<file path="config.mk">
export PLATFORM = sky130hd
export DESIGN_NAME = uart_rx_cfg
export DESIGN_NICKNAME = d
export VERILOG_FILES = /design/src/rtl/uart_rx_cfg.sv
export SDC_FILE = /design/constraint.sdc
export NUM_CORES = 1
export LEC_CHECK = 0
export CORE_MARGIN = 1
export CORE_UTILIZATION = 60
export CTS_CLUSTER_DIAMETER = 60
export DETAILED_ROUTE_END_ITERATION = 8
export PLACE_DENSITY = 0.88
export SYNTH_ARGS = -nofsm -noshare
export SYNTH_HDL_FRONTEND = slang
export SYNTH_SLANG_ARGS = --single-unit
</file>
<file path="constraint.sdc">
create_clock -name clk -period 5.7 [get_ports clk]
set_input_delay 0.855 -clock clk [delete_from_list [all_inputs] [get_ports clk]]
set_output_delay 0.855 -clock clk [all_outputs]
set_load 0.01 [all_outputs]
</file>
<file path="src/rtl/uart_rx_cfg.sv">
// UART receiver: 2-flop input synchronizer, start/data/stop framing FSM and a
// one-word output register with valid/ready handshake and overrun flag.
// Optional parity stage is compiled in with `define UART_RX_PARITY_EN.
module uart_rx_cfg #(
    parameter int CLKS_PER_BIT = 868,
    parameter int DATA_BITS    = 8,
    parameter int STOP_BITS    = 1,
    parameter int PARITY_ODD   = 0
) (
    input  logic                 clk,
    input  logic                 rst_n,
    input  logic                 i_rx,
    input  logic                 i_ready,
    output logic [DATA_BITS-1:0] o_data,
    output logic                 o_valid,
    output logic                 o_parity_err,
    output logic                 o_frame_err,
    output logic                 o_overrun,
    output logic                 o_busy
);

    localparam int             CNT_W     = $clog2(CLKS_PER_BIT);
    localparam logic [CNT_W-1:0] CNT_LAST = CNT_W'(CLKS_PER_BIT - 1);
    localparam logic [CNT_W-1:0] CNT_HALF = CNT_W'(CLKS_PER_BIT / 2);
    localparam logic [3:0]     DATA_LAST = 4'(DATA_BITS - 1);
    localparam logic [3:0]     STOP_LAST = 4'(STOP_BITS - 1);

    if (CLKS_PER_BIT < 4 || DATA_BITS < 5 || DATA_BITS > 9 || STOP_BITS < 1 ||
        STOP_BITS > 2 || PARITY_ODD < 0 || PARITY_ODD > 1) begin : g_bad_params
        $error("uart_rx_cfg: parameter out of range");
    end

    typedef enum logic [2:0] {
        S_IDLE,
        S_START,
        S_DATA,
`ifdef UART_RX_PARITY_EN
        S_PARITY,
`endif
        S_STOP,
        S_WAIT_HIGH
    } state_e;

    state_e                 state_q, state_d;
    logic                   rx_meta_q, rx_sync_q;
    logic [CNT_W-1:0]       cnt_q, cnt_d;
    logic [3:0]             bit_q, bit_d;
    logic [DATA_BITS-1:0]   shift_q, shift_d;
    logic                   ferr_acc_q, ferr_acc_d;
    logic [DATA_BITS-1:0]   data_q, data_d;
    logic                   valid_q, valid_d;
    logic                   perr_q, perr_d;
    logic                   ferr_q, ferr_d;
    logic                   overrun_q, overrun_d;
    logic                   load;
    logic                   transfer;
    logic                   perr_w;

`ifdef UART_RX_PARITY_EN
    logic par_bit_q, par_bit_d;
    assign perr_w = ((^shift_q) ^ par_bit_q) != 1'(PARITY_ODD);
`else
    assign perr_w = 1'b0;
`endif

    assign transfer = valid_q & i_ready;

    // NOTE: every variable gets a default at the top of always_comb so no path
    // leaves one unassigned, which would otherwise infer a latch.
    always_comb begin
        state_d    = state_q;
        cnt_d      = cnt_q;
        bit_d      = bit_q;
        shift_d    = shift_q;
        ferr_acc_d = ferr_acc_q;
        load       = 1'b0;
`ifdef UART_RX_PARITY_EN
        par_bit_d  = par_bit_q;
`endif

        case (state_q)
            S_IDLE: begin
                if (!rx_sync_q) begin
                    state_d    = S_START;
                    ferr_acc_d = 1'b0;
                end
            end
            S_START: begin
                if (cnt_q == CNT_HALF) state_d = rx_sync_q ? S_IDLE : S_DATA;
                else                   cnt_d   = cnt_q + CNT_W'(1);
            end
            S_DATA: begin
                if (cnt_q == CNT_LAST) begin
                    cnt_d   = '0;
                    shift_d = {rx_sync_q, shift_q[DATA_BITS-1:1]};
                    bit_d   = bit_q + 4'd1;
                    if (bit_q == DATA_LAST) begin
`ifdef UART_RX_PARITY_EN
                        state_d = S_PARITY;
`else
                        state_d = S_STOP;
`endif
                    end
                end else begin
                    cnt_d = cnt_q + CNT_W'(1);
                end
            end
`ifdef UART_RX_PARITY_EN
            S_PARITY: begin
                if (cnt_q == CNT_LAST) begin
                    par_bit_d = rx_sync_q;
                    state_d   = S_STOP;
                end else begin
                    cnt_d = cnt_q + CNT_W'(1);
                end
            end
`endif
            S_STOP: begin
                if (cnt_q == CNT_LAST) begin
                    cnt_d      = '0;
                    bit_d      = bit_q + 4'd1;
                    ferr_acc_d = ferr_acc_q | ~rx_sync_q;
                    if (bit_q == STOP_LAST) begin
                        load    = 1'b1;
                        state_d = rx_sync_q ? S_IDLE : S_WAIT_HIGH;
                    end
                end else begin
                    cnt_d = cnt_q + CNT_W'(1);
                end
            end
            S_WAIT_HIGH: begin
                if (rx_sync_q) state_d = S_IDLE;
            end
            default: state_d = S_IDLE;
        endcase

        if (state_d != state_q) begin
            cnt_d = '0;
            bit_d = '0;
        end

        // A load in the same cycle as a transfer replaces the word cleanly;
        // only a load onto an unaccepted word counts as an overrun.
        data_d    = data_q;
        perr_d    = perr_q;
        ferr_d    = ferr_q;
        valid_d   = valid_q & ~i_ready;
        overrun_d = transfer ? 1'b0 : overrun_q;
        if (load) begin
            data_d  = shift_q;
            perr_d  = perr_w;
            ferr_d  = ferr_acc_d;
            valid_d = 1'b1;
            if (valid_q && !i_ready) overrun_d = 1'b1;
        end
    end

    // NOTE: sequential state uses non-blocking assignments so every flop
    // samples pre-edge values regardless of statement order.
    always_ff @(posedge clk or negedge rst_n) begin
        if (!rst_n) begin
            rx_meta_q  <= 1'b1;
            rx_sync_q  <= 1'b1;
            state_q    <= S_IDLE;
            cnt_q      <= '0;
            bit_q      <= '0;
            shift_q    <= '0;
            ferr_acc_q <= 1'b0;
            data_q     <= '0;
            valid_q    <= 1'b0;
            perr_q     <= 1'b0;
            ferr_q     <= 1'b0;
            overrun_q  <= 1'b0;
`ifdef UART_RX_PARITY_EN
            par_bit_q  <= 1'b0;
`endif
        end else begin
            // i_rx is asynchronous; only rx_sync_q is used by the FSM.
            rx_meta_q  <= i_rx;
            rx_sync_q  <= rx_meta_q;
            state_q    <= state_d;
            cnt_q      <= cnt_d;
            bit_q      <= bit_d;
            shift_q    <= shift_d;
            ferr_acc_q <= ferr_acc_d;
            data_q     <= data_d;
            valid_q    <= valid_d;
            perr_q     <= perr_d;
            ferr_q     <= ferr_d;
            overrun_q  <= overrun_d;
`ifdef UART_RX_PARITY_EN
            par_bit_q  <= par_bit_d;
`endif
        end
    end

    assign o_data       = data_q;
    assign o_valid      = valid_q;
    assign o_parity_err = perr_q;
    assign o_frame_err  = ferr_q;
    assign o_overrun    = overrun_q;
    assign o_busy       = (state_q != S_IDLE);

endmodule

</file>
Word level (Yosys, flattened, before mapping)
Index checks and enable logic that the tools add are counted.

Flip-flop bits (word level): 39. Logic and storage cells: 66.

$add $sub $neg: 2. Eq/ne operators: 9. Mux-type cells: 27. Bitwise logic cells: 5. Reduce and logical (&&, ||, !) cells: 12.

Operators with widths (number): $mux 10 (3); $mux 3 (8); $pmux 10 s2 (1); $pmux 3 s5 (1); $mux 4 (3); $add 10x1->10 const B (1); $eq 10x10->1 const B (1); $eq 10x9->1 const B (1); $mux 1 (9); $eq 3x2->1 const B (2); $reduce_and 2->1 (3); $reduce_bool 3->1 (2); $add 4x1->4 const B (1); $eq 4x3->1 const B (1); $logic_not 4->1 (1); $reduce_bool 2->1 (2); $eq 3x1->1 const B (1); $eq 3x3->1 const B (1); $logic_not 3->1 (1); $ne 3x3->1 (1); $ne 3x3->1 const B (1); $and 1x1->1 (2); $mux 2 (1); $not 1->1 (2); other kinds (5) (5).

Depth between registers and ports, before layout
Gate-level depths: netlist (run 1).

Word-level depth: 7. Depth in mapped cells: 7.

Worst setup path after synthesis (run 1)
OpenSTA, ideal clock, no wires.

Path type: reg-to-reg. From: register cnt_q[1]. To: register data_q[0] (netlist: o_data[0]). Setup time: 0.125 ns. Arrival: 1.710 ns. Slack: 3.865 ns. Cell stages (with the launch flop): 6. Path buffers: 0. Path through: dfrtp_1 > ha_1 > and4bb_2 > nand4_1 > nor2_2 > mux2_2.

Longest elaborated chain between the ends: 3.

RTL lines: from (decl) (RTL line 46) `logic [CNT_W-1:0] cnt_q, cnt_d;`; from (signal assigned) (RTL line 182) `cnt_q <= cnt_d;`; $eq 10x10->1 (RTL line 119) `if (cnt_q == CNT_LAST) begin`; $mux 1 (RTL line 119); $mux 1 (RTL line 81) `case (state_q)`; to (signal assigned) (RTL line 186) `data_q <= data_d;`; to (decl) (RTL line 50) `logic [DATA_BITS-1:0] data_q, data_d;`.

No other way between the ends. A chain may end at the register's enable or synchronous reset.

Final worst setup path (run 1)
From: register cnt_q[1]. To: register cnt_q[9].

Longest elaborated chain between the ends: 6. Elaborated cells between the ends (all ways): 15. Classes of those cells: 1 x add/sub; 4 x eq/ne; 8 x mux; 2 x reduce/logical.

RTL lines: $eq 10x10->1 or $eq 10x9->1 (tied branches) (RTL line 93, 119, 89); $mux 3, on equally long branches (RTL line 119, 89, 93); $pmux 3 s5 (RTL line 81); $ne 3x3->1 (RTL line 137) `if (state_d != state_q) begin`; $ne 3x3->1 (no source line) or $reduce_bool 3->1 (tied branches); $reduce_and 2->1 (no source line).

Several ways; a longest one is shown, not always the timed one. The select of a mux whose other input is x is not followed.

==> results.sh, run 1 <==
export IMPL_outcome="complete, no violations"
export IMPL_netlist_top_cells_area="dfrtp_1, mux2_2, a22oi_1"
export IMPL_postCtsResizedCells=0
export IMPL_rows=20
export IMPL_nets=201
export IMPL_slew_viol_final=0
export IMPL_clk_pin_slew_ps=110
export IMPL_ys_ff_latch=39
export IMPL_clkSinkCount=39
export IMPL_fin_setup_tns_ps=0
export IMPL_final_cells=238
export IMPL_syn_inst=177
export IMPL_p_per_area_mw_per_mm2=194
export IMPL_syn2layout_area_growth_pct=11.3
export IMPL_cp_start_kind="flip-flop"
export IMPL_die_w_um=59.1
export IMPL_ctsHoldBuffers=0
export IMPL_synth_cell_area_mm2=0.00195
export IMPL_period_share=0.473
export IMPL_start_util=0.635
export IMPL_min_path_type="reg2reg"
export IMPL_max_slew_margin=0.412
export IMPL_grt_max_degree=40
export IMPL_grt_pass1_wl_um=6570
export IMPL_hold_viol=0
export IMPL_crit_type="reg2reg"
export IMPL_die_h_um=59.1
export IMPL_worstPathRequired_ps=5900
export IMPL_synth_largest_area_cell="dfrtp_1"
export IMPL_cts_tree="built"
export IMPL_drive_gt1_frac=0.191
export IMPL_portBuffers=15
export IMPL_grt_pass1_vias=1394
export IMPL_antenna_found_initial=0
export IMPL_viasPerCell=6.22
export IMPL_dp_slack_ps=3130
export IMPL_synth_seq_area_share=0.501
export IMPL_overflow=0
export IMPL_fin_ws_ps=3010
export IMPL_max_vdd_ir_drop_mv=0.166
export IMPL_drc_errors=0
export IMPL_first_iter_violations=70
export IMPL_io_pins=17
export IMPL_synth_ff_type="dfrtp_1"
export IMPL_max_cap_violations=0
export IMPL_ant_nets=0
export IMPL_grt_use_met1=0.341
export IMPL_clock_skew_ps=8.65
export IMPL_tightest_slew_ps=878
export IMPL_grtUsageMet2=0.407
export IMPL_syn_num_nets=185
export IMPL_max_freq_mhz=371
export IMPL_rsz0062_at_grt="false"
export IMPL_crit_fanout=11
export IMPL_clk_latency_ps=340
export IMPL_core_area_mm2=0.00308
export IMPL_arrival_ps=2890
export IMPL_wire_per_inst_um=16.7
export IMPL_busiest_layer="met2"
export IMPL_wirelength_um=3970
export IMPL_synth_edf_count=0
export IMPL_num_vias=1481
export IMPL_clock_path_buffers=2
export IMPL_setup_viol=0
export IMPL_htreeDepth=2
export IMPL_postCtsSetupBuffers=0
export IMPL_met3_usage=0.0852
export IMPL_cts_root_buf="clkbuf_4"
export IMPL_numCtsBuffers=5
export IMPL_place_inst=230
export IMPL_firstDrtPassIters=4
export IMPL_p_leak_nw=0.954
export IMPL_gp_congestion=0.886
export IMPL_synth_top_area_share=0.474
export IMPL_syn_area_per_cell_um2=11.0
export IMPL_synth_cell_type_count=42
export IMPL_place_hpwl_um=2820
export IMPL_holdWs_ps=361
export IMPL_end_kind="flip-flop"
export IMPL_fin_crit_ps=2690
export IMPL_dieArea_mm2=0.00349
export IMPL_diodes=0
export IMPL_yosysWarningCount=0
export IMPL_grtUsageTotal=0.260
export IMPL_ys_async_sr_fraction=1.00
==> cells by family (layout without fill, tap and decap cells) <==
family,after synthesis,in the layout,share of synthesized area
AOI/OAI and AO/OA,30,30,0.104
xor gates and xnor gates,6,6,0.0269
adders and majority gates,4,4,0.0256
buffers and inverters,14,31,0.0320
DFF,39,39,0.501
muxes,18,18,0.103
other,1,1,0.00192
and+or+nand+nor,65,65,0.205
==> final cells by class <==
class / instances / area [um2]
clock buffers: 6 / 41.3
well taps: 44 / 55.1
repair buffers: 15 / 145
clock inverters: 2 / 12.5
flip-flops and latches: 39 / 978
multi-input cells: 124 / 912
inverters: 8 / 30.0
fillers: 233 / 903
==> routing by layer <==
layer,vias to the layer above,routed length [um]
met5,-,0
met4,0,55
met3,9,226
met2,58,1950
met1,728,1740
li1,686,-
==> worst paths after layout <==
| path | from | to | slack (ps) | depth (start not counted) |
|---|---|---|---|---|
| min in group asynchronous | rst_n | cnt_q[8] | 600 | 1 |
| worst min-delay path | rx_meta_q | rx_sync_q | 360 | 0 |
| worst max-delay path | cnt_q[1] | cnt_q[9] | 3010 | 5 |
| worst min register to register | rx_meta_q | rx_sync_q | 360 | 0 |
| worst max register to register | cnt_q[1] | cnt_q[9] | 3010 | 5 |
| max in group asynchronous | rst_n | o_data[4] | 4570 | 1 |
==> through the flow <==
| stage | area [um2] | util | total power, W |
|---|---|---|---|
| global placement | 2120 | 0.689 | 0.000291 |
| finish | 2170 | 0.707 | 0.000422 |
| global route | 2170 | 0.707 | 0.000441 |
| CTS | 2170 | 0.707 | 0.000427 |
| floorplan | 1950 | - | 0.000285 |
| detailed placement | 2120 | 0.689 | 0.000292 |
==> power breakdown <==
group / leakage, nW / internal (W) / total (W) / switching [W]
registers: 0.523 / 0.000278 / 0.000278 / 0.000000566
logic: 0.403 / 0.00000174 / 0.00000765 / 0.00000592
clock network: 0.0282 / 0.0000476 / 0.000135 / 0.0000879
==> Yosys cell counts, drive strengths merged (2+ instances only) <==
cell type / count
dfstp: 2
nand3b: 4
or2: 4
nand4: 7
xnor2: 5
nor2: 6
or4: 2
or3: 7
nor3: 4
a21oi: 6
clkbuf: 2
buf: 4
and4bb: 2
nor2b: 2
inv: 8
nor3b: 2
o31ai: 3
nand3: 6
o21ai: 3
nor4: 4
a22oi: 8
nand2: 8
o211ai: 4
nand2b: 4
dfrtp: 37
mux2: 17
ha: 4
==> critical path, cell delays in order (launching register included) <==
cell	delay, ps
dfrtp_1	450
ha_1	260
and4bb_2	310
nand4_1	420
o211ai_1	880
a22oi_1	220
==> registers in the layout, summed over array words and instances, names as in the netlist <==
| name | flops |
|---|---|
| rx_meta_q | 1 |
| ferr_acc_q | 1 |
| o_frame_err | 1 |
| rx_sync_q | 1 |
| shift_q | 8 |
| o_overrun | 1 |
| bit_q | 4 |
| o_data | 8 |
| state_q | 3 |
| o_valid | 1 |
| cnt_q | 10 |
==> cell usage in the layout, fill, tap and decap left out, types with 5 or more instances in the layout <==
cell	count
inv_1	8
nand3_1	6
nand4_1	7
mux2_2	17
xnor2_1	5
nand2_1	8
a22oi_1	8
clkbuf_4	5
a21oi_1	6
dfrtp_1	37
clkdlybuf4s50_1	14
or3_1	6
Note: power is estimated with default switching activity, not from simulation.
==> run 2: changes to the inputs <==
CORE_UTILIZATION = 51   (was 60)
PLACE_DENSITY = 0.81   (was 0.88)
clock period = 2.26 ns   (was 5.7 ns; I/O delays follow)
==> run 2 against run 1 <==
  * Maximum frequency up 27%
  * Clock power rose to 3.4 times the previous value
  * Clock skew decreased by 4.4 ps
  * Flip-flop and latch count stayed put
==> results.sh, run 2 (same netlist as run 1, synthesis figures left out) <==
export IMPL_outcome="complete, no violations"
export IMPL_clock_path_buffers=2
export IMPL_period_share=0.937
export IMPL_antenna_found_initial=0
export IMPL_ctsHoldBuffers=0
export IMPL_grt_max_degree=40
export IMPL_htreeDepth=2
export IMPL_viasPerCell=5.89
export IMPL_fin_ws_ps=143
export IMPL_max_slew_margin=0.434
export IMPL_io_pins=17
export IMPL_start_util=0.533
export IMPL_final_cell_mix="dfrtp_1, mux2_2, clkdlybuf4s50_1"
export IMPL_final_cells=247
export IMPL_p_leak_nw=0.990
export IMPL_gp_congestion=0.930
export IMPL_rows=22
export IMPL_reg2reg_to="state_q[0]"
export IMPL_fin_setup_tns_ps=0
export IMPL_dp_slack_ps=206
export IMPL_worstPathRequired_ps=2390
export IMPL_cp_start_kind="flip-flop"
export IMPL_die_h_um=63.9
export IMPL_fin_area_mm2=0.00225
export IMPL_setup_viol=0
export IMPL_grt_pass1_vias=1450
export IMPL_drive_gt1_frac=0.216
export IMPL_clk_latency_ps=290
export IMPL_diodes=0
export IMPL_max_cap_violations=0
export IMPL_crit_path_max_incr_delay_ps=480
export IMPL_largest_reg_flops=10
export IMPL_placed_area_mm2=0.00216
export IMPL_wire_per_inst_um=15.8
export IMPL_first_iter_violations=130
export IMPL_arrival_ps=2250
export IMPL_wirelength_um=3900
export IMPL_max_vdd_ir_drop_mv=0.582
export IMPL_cpMaxStageDelayCell="nand3b_1"
export IMPL_rsz0062_at_grt="false"
export IMPL_p_per_area_mw_per_mm2=525
export IMPL_postCtsResizedCells=0
export IMPL_syn2layout_area_growth_pct=15.3
export IMPL_place_inst=239
export IMPL_critical_path_cell_chain="or3b_1 > nor4_1 > nand3b_1 > o211ai_1"
export IMPL_fin_crit_ps=2120
export IMPL_crit_fanout=12
export IMPL_clk_pin_slew_ps=80
export IMPL_slew_viol_final=0
export IMPL_grtUsageTotal=0.207
export IMPL_grt_pass1_wl_um=6600
export IMPL_end_kind="flip-flop"
export IMPL_portBuffers=15
export IMPL_postCtsSetupBuffers=0
export IMPL_numCtsBuffers=5
export IMPL_reg2reg_slack_ps=140
export IMPL_max_freq_mhz=472
export IMPL_final_common_cell="dfrtp_1"
export IMPL_crit_type="reg2reg"
export IMPL_cts_root_buf="clkbuf_8"
export IMPL_n_fill_cell=326
export IMPL_clock_skew_ps=4.24
export IMPL_firstDrtPassIters=4
export IMPL_nets=206
export IMPL_dieArea_mm2=0.00408
export IMPL_overflow=0
export IMPL_hold_viol=0
export IMPL_clkSinkCount=39
export IMPL_r2r_start="cnt_q[3]"
export IMPL_regMostFlops="cnt_q"
export IMPL_drc_errors=0
export IMPL_totalPowerFinal_w=0.00118
export IMPL_core_area_mm2=0.00366
export IMPL_cts_tree="built"
export IMPL_die_w_um=63.9
export IMPL_ant_nets=0
export IMPL_min_path_type="in2async"
export IMPL_reg2regPathDepth=4
export IMPL_tightest_slew_ps=849
export IMPL_num_vias=1456
export IMPL_place_hpwl_um=2790
-- run 2: critical path: cells and delay by family (launching register included) --
family,cells,cell delay (ps)
compound gates,1,210
flops,1,460
simple gates,3,1300
-- run 2: routing by layer --
metal / vias to the layer above / wire length [um] / GRT usage
met3: 9 / 198 / 0.0500
met4: 0 / 59 / 0.0767
li1: 685 / - / -
met2: 39 / 1920 / 0.340
met5: - / 0 / 0
met1: 723 / 1730 / 0.263
-- run 2: per-stage QoR --
stage,util,hold slack [ps]
after CTS,0.615,183
after global placement,0.591,347
after detailed placement,0.591,351
after floorplan,-,43.4
final,0.615,144
after global routing,0.615,231
-- run 2: power breakdown --
part / total, W / switching, W / internal (W)
combinational: 0.0000195 / 0.0000151 / 0.00000440
sequential: 0.000702 / 0.00000158 / 0.000700
clock: 0.000461 / 0.000246 / 0.000215
-- run 2: worst max-delay path by stage --
stage                         from  slack [ps]         end
final                     cnt_q[3]         140  state_q[0]
after global routing      cnt_q[3]          60  state_q[0]
after CTS                 cnt_q[3]         200  state_q[0]
after detailed placement  cnt_q[3]         210  state_q[0]
after global placement    cnt_q[3]         310    cnt_q[0]
after floorplan           cnt_q[1]         430   o_data[0]
-- run 2: final cells by class --
| type | instances | area, um2 | area share |
|---|---|---|---|
| sequential | 39 | 978 | 0.434 |
| multi-input combinational | 124 | 912 | 0.405 |
| timing repair buffer | 20 | 183 | 0.0811 |
| clock buffer | 5 | 68.8 | 0.0306 |
| tap | 48 | 60.1 | 0.0267 |
| inverter | 8 | 30.0 | 0.0133 |
| clock inverter | 3 | 20.0 | 0.00889 |
==> run 3: changes to the inputs <==
==> constraint.sdc (replaced) <==
create_clock -name clk -period 2.26 [get_ports clk]
set_input_delay 0.226 -clock clk [delete_from_list [all_inputs] [get_ports clk]]
set_output_delay 0.226 -clock clk [all_outputs]
set_load 0.01 [all_outputs]
==> results of run 3 <==
The final DEF is identical to that of run 2. Status: complete, no violations.
Main changes from that run: hold slack 144 ps -> 30.5 ps
==> variant, RTL diff (config.mk and constraints of run 2) <==
Add a define of `UART_RX_PARITY_EN`.
--- a/src/rtl/uart_rx_cfg.sv
+++ b/src/rtl/uart_rx_cfg.sv
@@ -2,4 +2,6 @@
 // one-word output register with valid/ready handshake and overrun flag.
 // Optional parity stage is compiled in with `define UART_RX_PARITY_EN.
+`define UART_RX_PARITY_EN
+
 module uart_rx_cfg #(
     parameter int CLKS_PER_BIT = 868,
Behaviour: same outputs for any inputs over 10 cycles, from zero or initial values and one cycle with rst_n low; that may be too few to reach the edited logic, so the function may still have changed.
==> variant against run 2 <==
Total power increased by 27%; first-iteration DRC count rose by 25%; global-route usage increased by 2.0 points; largest power group unchanged; largest cell class is now multi-input combinational cells; the flow now finishes with violations (setup timing); design area up 27%; wire length increased by 25%; synthesized area increased by 17%; worst setup slack worse by 0.16 ns; clock skew grew 0.0063 ns; sequential cell count increased by 2.
==> variant: results (changes against run 2) <==
[cts]
h-tree-depth = 2  ; unchanged
cts-root-buf = clkbuf_8
cts.clk_slew.worst_paths_ns = 0.09
insertion_delay_ns = 0.31  ; +0.02 ns
cts_inserted_buffers = 5  ; unchanged
clockBufferDepth = 2  ; unchanged

[run]
drv_cap = 0  ; unchanged

[placed_design]
place_congestion = 0.899  ; -3.3%
dpl.cell_count = 297  ; +24%
io_buffers = 16  ; +1
placed_area_sq_um = 2680  ; +24%
dp.final_hpwl_microns = 3410  ; +22%

[yosys]
synth-async-reset-ratio_pct = 100  ; unchanged
synth.net_count = 221  ; +19%
yosys_warnings = 0  ; unchanged
syn-mean-instance-area_sq_um = 10.7  ; -2.6%
ys_seq_area_share_pct = 44.9  ; -5.2 points
ys_types = 48  ; +14%
yosys-top-cells-count = dfrtp_1 (39), nor2_1 (16), nand2_1 (15), nand3_1 (14)
ys.flop_type = dfrtp_1
yosys-top-cells-area = dfrtp_1 (43%), mux2_2 (4.9%), xnor2_1 (3.8%), mux2i_1 (3.5%), mux2_1 (3.4%)

[min_path]
worstHoldPathType = flip-flop to flip-flop
min_delay_path_depth = 0

[final_layout]
drive_gt1_share_pct = 27.1  ; +5.5 points
largest-register = cnt_q
antenna_cells = 0  ; unchanged
largest_reg_flops = 10  ; unchanged
nFillCells = 304  ; -6.7%
layout.nets = 265  ; +29%
instances_no_fill = 308  ; +25%

[detailed_routing]
drt_pass1_iterations = 4  ; unchanged
wire_per_inst_microns = 15.8  ; about the same
via_count = 1776  ; +22%
drt_iter0_drc = 163  ; +25%

[power_and_ir_drop]
ir_worst_vdd_v = 0.000510  ; -12%
p_leak_nw = 1.30  ; +32%

[global_routing]
antenna_found_initial = 0  ; unchanged
grt_usage_pct = 22.7  ; +2.0 points
grt_pass1_wl_microns = 7800  ; +18%
grt_max_degree = 18  ; -55%
grt_pass1_vias = 1648  ; +14%
overflow = 0  ; unchanged

[run_status]
status = finished with violations
violations = setup timing

[timing]
worstMarginPinSlew_ns = 0.430  ; -0.418 ns
setup_viol = 2  ; +2
fin_ws_ns = -0.0148  ; -0.158 ns
skew_ns = 0.0105  ; +0.00628 ns
tns_ns = -0.0191  ; -0.0191 ns

[setup_path]
worstPathArrival_ns = 2.51  ; +0.26 ns
worstPathMaxFanout = 7  ; -5
r2r_cells = 8  ; +4

variant: logic make-up after synthesis:
kind of cell / after synthesis / synth area share [%]
AO/OA/AOI/OAI: 32 / 11.2
XOR/XNOR: 13 / 4.98
adder cells (fa/ha/maj): 4 / 2.19
buffers and inverters: 18 / 3.66
flip-flops: 41 / 44.9
multiplexers: 27 / 13.2
AND/OR/NAND/NOR: 78 / 19.8
variant: timing repair:
action                                  CTS  global route
buffers inserted                          1             0
endpoints found under the hold margin     9             0
pin swaps                                 1             1
endpoints found under the setup margin    5            14
gates cloned                              0             1
hold buffers                              1             0
resized for setup                         1             5
variant: layout make-up:
cell class                 count  area share [%]
tap                           50            2.19
sequential                    41            36.0
timing repair buffer          45            13.1
multi-input combinational    155            42.7
clock inverter                 3            2.41
clock buffer                   5            2.41
inverter                       9            1.18
variant: worst paths after layout:
| path | from | endpoint | slack (ns) |
|---|---|---|---|
| setup / recovery | cnt_q[1] | cnt_q[5] | -0.01 |
| hold / removal | rx_meta_q | rx_sync_q | 0.36 |
| setup reg to reg | cnt_q[1] | cnt_q[5] | -0.01 |
| hold reg to reg | rx_meta_q | rx_sync_q | 0.36 |
| max in group asynchronous | rst_n | rx_meta_q | 1.30 |
| min in group asynchronous | rst_n | cnt_q[3] | 0.41 |
variant: where the power goes:
group	total (mW)	internal (mW)	switching (mW)
Combinational	0.0321	0.0115	0.0206
Clock	0.730	0.445	0.285
Sequential	0.739	0.737	0.00137
Total	1.50	1.19	0.307
variant: per-layer routing:
metal	GRT usage, %	share of wire, %	vias to the layer above
met5	0	0	-
met4	7.65	1.7	0
met3	5.76	5.0	8
met2	36.0	47	54
met1	29.9	46	861
li1	-	-	853
variant: critical path, cell delays in order (launching register included):
cell      delay, ns
dfrtp_1        0.42
ha_4           0.15
nor3b_4        0.29
a41oi_2        0.20
o31ai_4        0.25
o31ai_4        0.12
mux2_4         0.36
a211oi_2       0.22
mux2i_1        0.21
variant: per-stage QoR:
stage	total power, mW	util (%)	hold slack, ns	worst slack (ns)
after global placement	0.785	64.6	0.218	0.0243
after CTS	1.51	68.4	0.359	-0.0132
after global routing	1.54	69.0	0.362	-0.159
final	1.50	69.0	0.358	-0.0148
after detailed placement	0.785	64.6	0.218	-0.0357
after floorplan	0.758	-	0.0434	-0.0246
